**config.mk**
```make
export PLATFORM = sky130hd
export DESIGN_NAME = pc_sequencer
export DESIGN_NICKNAME = d
export VERILOG_FILES = /design/src/rtl/pc_sequencer.sv
export SDC_FILE = /design/constraint.sdc
export NUM_CORES = 1
export LEC_CHECK = 0
export CORE_MARGIN = 8
export CORE_UTILIZATION = 40
export DETAILED_ROUTE_END_ITERATION = 10
export PLACE_DENSITY_LB_ADDON = 0.15
export SYNTH_ARGS = -nofsm -noshare
export SYNTH_HDL_FRONTEND = slang
export SYNTH_SLANG_ARGS = --single-unit
```
**constraint.sdc**
```tcl
create_clock -name Clk -period 1.8 [get_ports Clk]
set_input_delay 0.27 -clock Clk [delete_from_list [all_inputs] [get_ports Clk]]
set_output_delay 0.27 -clock Clk [all_outputs]
set_load 0.02 [all_outputs]
```
**src/rtl/pc_sequencer.sv**
```systemverilog
// pc_sequencer: program counter advancing by STEP every CPI cycles, with stall, load and phase strobe.
// Define PC_ALIGN_CHECK_EN to force loaded addresses STEP-aligned and flag misaligned loads.
module pc_sequencer #(
  parameter int ADDR_W = 32,
  parameter int STEP = 4,
  parameter int CPI = 4,
  parameter logic [ADDR_W-1:0] RESET_PC = '0,
  parameter int CNT_W = (CPI > 1) ? $clog2(CPI) : 1
) (
  input  logic              Clk,
  input  logic              Rst,
  input  logic              Stall,
  input  logic              Load_En,
  input  logic [ADDR_W-1:0] Load_Addr,
  output logic [ADDR_W-1:0] PC,
  output logic [ADDR_W-1:0] Next_PC,
  output logic [CNT_W-1:0]  Phase,
  output logic              Advance,
  output logic              Loaded
`ifdef PC_ALIGN_CHECK_EN
  ,
  output logic              Misalign
`endif
);
  localparam logic [ADDR_W-1:0] STEP_V = ADDR_W'(STEP);
  localparam logic [CNT_W-1:0] LAST = CNT_W'(CPI - 1);
  logic [ADDR_W-1:0] pc_q, pc_d, load_pc;
  logic [CNT_W-1:0] phase_q, phase_d;
  logic advance_q, advance_d, loaded_q, loaded_d;
`ifdef PC_ALIGN_CHECK_EN
  logic misalign_q, misalign_d;
  assign load_pc = Load_Addr & ~(STEP_V - 1'b1);
  assign misalign_d = Load_En && |(Load_Addr & (STEP_V - 1'b1));
  assign Misalign = misalign_q;
`else
  assign load_pc = Load_Addr;
`endif
  assign Next_PC = pc_q + STEP_V;
  assign PC = pc_q;
  assign Phase = phase_q;
  assign Advance = advance_q;
  assign Loaded = loaded_q;
  // Load beats stall and beats an advance landing on the same edge.
  always_comb begin
    pc_d = pc_q;
    phase_d = phase_q;
    advance_d = 1'b0;
    loaded_d = 1'b0;
    if (Load_En) begin
      pc_d = load_pc;
      phase_d = '0;
      loaded_d = 1'b1;
    end else if (!Stall) begin
      advance_d = phase_q == LAST;
      pc_d = advance_d ? Next_PC : pc_q;
      phase_d = advance_d ? '0 : phase_q + 1'b1;
    end
  end
  always_ff @(posedge Clk) begin
    if (Rst) begin
      pc_q <= RESET_PC;
      phase_q <= '0;
      advance_q <= 1'b0;
      loaded_q <= 1'b0;
`ifdef PC_ALIGN_CHECK_EN
      misalign_q <= 1'b0;
`endif
    end else begin
      pc_q <= pc_d;
      phase_q <= phase_d;
      advance_q <= advance_d;
      loaded_q <= loaded_d;
`ifdef PC_ALIGN_CHECK_EN
      misalign_q <= misalign_d;
`endif
    end
  end
endmodule

```
==> reports/metrics.sh <==
FINALCRITICALPERIOD_NS=2.042
REGISTER_BIT_COUNT_REPORTED_BY_YOSYS=36
SLOWEST_STAGE='sky130_fd_sc_hd__dfxtp_4'
SHARE_CLK_OF_TOTAL_POWER_PCT=28.1
WORST_PATH_MOST_REPEATED_CELL='sky130_fd_sc_hd__buf_6'
SYNTH.AREA.TOP_CELLS='sky130_fd_sc_hd__dfxtp_1, sky130_fd_sc_hd__xnor2_1, sky130_fd_sc_hd__nand2_1'
DIE_W_UM=97.65
ASYNC_FLOP_SHARE_PCT=0
GPL.FINAL_WEIGHTED_CONGESTION=0.8938
CRITICAL_PATH_CLASS='reg2out'
DETAIL_ROUTE.WIRELENGTH_MM=11.85
LAYOUT.NETS=571
DATA_REQUIRED_TIME_OF_THE_WORST_PATH_NS=1.53
NUM_VIAS=3565
START_KIND='register'
WORSTPATHARRIVAL_NS=1.77
POWER_SWITCHING_SHARE_PCT=32.73
ANT_NETS=0
STATUS='finished with violations'
MAX_FREQ_GHz=0.4896
CELLINTERNALPOWER_uW=1619
PLACEMENT.IO_BUFFERS=103
TIGHTESTPINTRANSITION_NS=0.4451
NETSW_uW=787.6
ROUTED_LEN_INST_UM=19.40
WORST_HOLD_PATH_TYPE='in2reg'
COMBINED_AREA_OF_THE_MULTI_INPUT_LOGIC_CELLS_MM2=0.002212
YOSYS.AREA.TOP_TYPE='sky130_fd_sc_hd__dfxtp_1'
SYNTHESIS.AREA_MM2=0.002666
POWER.STATIC_LEAKAGE_uW=0.002228
CORE_AREA_MM2=0.006386
MAXCAPVIOLATIONS=0
IO_PINS=104
P_SEQ_SHARE_PCT=38.1
CRITICAL_PATH.CELL_CHAIN='nand4_4, nor4_4, buf_6, and2_4, xor2_4, buf_6'
TOTAL_CLOCK_SINKS=36
FINAL.HOLD.WORST_SLACK_NS=0.5285
SEQ_AREA_UM2=784.5
POST-DP-HPWL_MM=8.030
MAXIMUM_VDD_DROP_uV=401.6
INITIAL_UTILIZATION_PCT=41.75
POWER.DENSITY_mW_PER_MM2=459.6
RSZ0062_AT_GRT='true'
VIAS_PER_CELL=5.835
SYNTHESIZED_INSTANCE_COUNT=331
FINALHOLDVIOLATIONS=0
SYNTHDOMINANTCELLAREASHARE_PCT=27.03
CTS_MAX_LEVEL=2
SYNTH_FF_TYPE='sky130_fd_sc_hd__dfxtp_1'
FIRST_PASS_ITERS=5
POST-ROUTE-DRC-COUNT=0
GRT.OVERFLOW.TOTAL=0
DIEAREA_MM2=0.009535
NUMCTSBUFFERS=5
WORSTSETUPENDPOINTTYPE='output port'
CTS_BUFFER_DEPTH=2
CP.BUFFERS_INVERTERS=2
SETUP_VIOL_COUNT_FINAL=29
PRE_CTS_SLACK_NS=-0.4700
AVGSYNTHCELLAREA_UM2=8.055
CLK_PIN_SLEW_NS=0.08
TRITONCTS='done'
GRT_PASS1_WL_MM=17.31
SYNTHESIS.NETS=369
SYNTH_ENABLE_FLOP_CELLS=0
P_COMB_SHARE_PCT=33.9
FIRST_GLOBAL_VIAS=3537
DETAIL_ROUTE.ITER0.VIOLATIONS=263
INSERTEDDIODECOUNT=0
GRTUSAGETOTAL_PCT=21.47
SETUP_SLACK_NS=-0.2423
GRT_START_MAX_NET_PINS=26
FAILING_CHECKS='setup timing'
FLOORPLAN.ROWS=29
WORST_PATH_DOMINANT_CELL_FAMILY='simple AND/OR/NAND/NOR gates'
FINAL_MAX_SLEW_VIOL_COUNT=0
SYNTHESIS.YOSYS.WARNINGS=0
TIMING.FINAL.CRIT_SHARE_PCT=113.5
N_FILL_CELL=354
LAYOUT_COMMON_CELLS='sky130_fd_sc_hd__buf_4, sky130_fd_sc_hd__clkdlybuf4s50_1, sky130_fd_sc_hd__nand2_1, sky130_fd_sc_hd__buf_6, sky130_fd_sc_hd__nor2_1'
TIMING.MAX_SLEW.REL_SLACK_PCT=70.10
CLK_LATENCY_NS=0.30
SKEW_NS=0.008340
MOST_COMMON_CELL_AFTER_LAYOUT_FILL_AND_TAPS_ASIDE='sky130_fd_sc_hd__buf_4'
CTS_ROOT_BUFFER='sky130_fd_sc_hd__clkbuf_8'
SYNTH.YOSYS.SEQ_AREA_SHARE_PCT=27.03
SYNTHTOLAYOUTAREAGROWTH_PCT=96.39
SYNTH.DISTINCT_CELLS=52
DIE_H_UM=97.65
MAXIMUM_FANOUT_COUNT_ALONG_THE_CRITICAL_PATH=7
CRITPATHMAXSTAGEDELAY_NS=0.38
ANTENNA_FOUND_INITIAL=0
LAYOUT-DRIVE-GT1-SHARE_PCT=48.50
worst paths after layout:
kind                 start           to  slack (ns)  cells past startpoint
max                 PC[10]  Next_PC[28]       -0.24                      6
min          Load_Addr[23]       PC[23]        0.53                      3
max reg2reg       Phase[1]       PC[17]       -0.14                      6
min reg2reg          PC[0]        PC[0]        0.55                      2
worst reg2reg max path, cell delays in order, from the launching register on:
cell and delay, ns:
sky130_fd_sc_hd__dfxtp_2 0.36, sky130_fd_sc_hd__ha_4 0.18, sky130_fd_sc_hd__nor2b_1 0.21, sky130_fd_sc_hd__buf_4 0.20
sky130_fd_sc_hd__nand3_1 0.13, sky130_fd_sc_hd__o31a_1 0.27, sky130_fd_sc_hd__a221oi_1 0.43
synthesized netlist by cell type (7+ instances only):
library cell / instances
sky130_fd_sc_hd__a211oi_1: 12
sky130_fd_sc_hd__a311oi_1: 7
sky130_fd_sc_hd__clkbuf_1: 14
sky130_fd_sc_hd__dfxtp_1: 36
sky130_fd_sc_hd__inv_1: 11
sky130_fd_sc_hd__nand2_1: 33
sky130_fd_sc_hd__nand3_1: 22
sky130_fd_sc_hd__nand4_1: 9
sky130_fd_sc_hd__nor2_1: 30
sky130_fd_sc_hd__nor3_1: 15
sky130_fd_sc_hd__nor4_1: 13
sky130_fd_sc_hd__xnor2_1: 24
sky130_fd_sc_hd__xor2_1: 13
registers in the layout, summed over array words and instances (netlist names):
signal   flops
Advance      1
PC          32
Loaded       1
Phase        2
routing by layer:
layer / part of all wire, % / track usage (%)
met5: 0 / 0
met1: 40 / 25.26
met3: 8.6 / 5.903
met2: 49 / 36.11
met4: 2.7 / 7.925
through the flow:
stage | util [%] | setup TNS [ns] | cell area, um^2 | instances | total power [uW]
global route | 81.99 | -6.450 | 5236 | 611 | 2497
global placement | 72.10 | -9.922 | 4604 | 584 | 1707
finish | 81.99 | -4.069 | 5236 | 611 | 2407
detailed placement | 72.10 | -11.53 | 4604 | 584 | 1718
CTS | 78.12 | -3.542 | 4989 | 603 | 2365
floorplan | - | -0.4408 | 2929 | 331 | 1310
cells by family (layout without fill, tap and decap cells):
family,after synthesis,in the layout,synth area share (%)
fa+ha+maj,2,2,0.9384
buf+inv,41,244,10.18
flops,36,36,27.03
xor+xnor,37,37,12.15
compound gates,53,53,15.06
simple gates,159,159,33.51
mux,3,3,1.126
power by group through the flow:
stage | Combinational [uW] | Sequential (uW) | Clock, uW
floorplan | 315 | 995 | 0
global placement | 784 | 924 | 0
detailed placement | 791 | 927 | 0
CTS | 793 | 912 | 660
global route | 861 | 921 | 715
finish | 815 | 916 | 676
timing repair:
action	4_1_cts	5_1_grt
hold buffers	0	0
gates resized for setup	205	42
endpoints found under the setup margin	42	49
setup buffers	11	9
hold endpoints to repair	0	0
pin swaps	30	20
cell type report:
type / count / share of cell area (%)
sequential: 36 / 14.98
timing repair buffer: 225 / 38.23
tap: 77 / 1.840
multi-input combinational: 254 / 42.25
inverter: 11 / 0.7885
clock buffer: 8 / 1.912
Note: power is estimated with default switching activity, not from simulation.
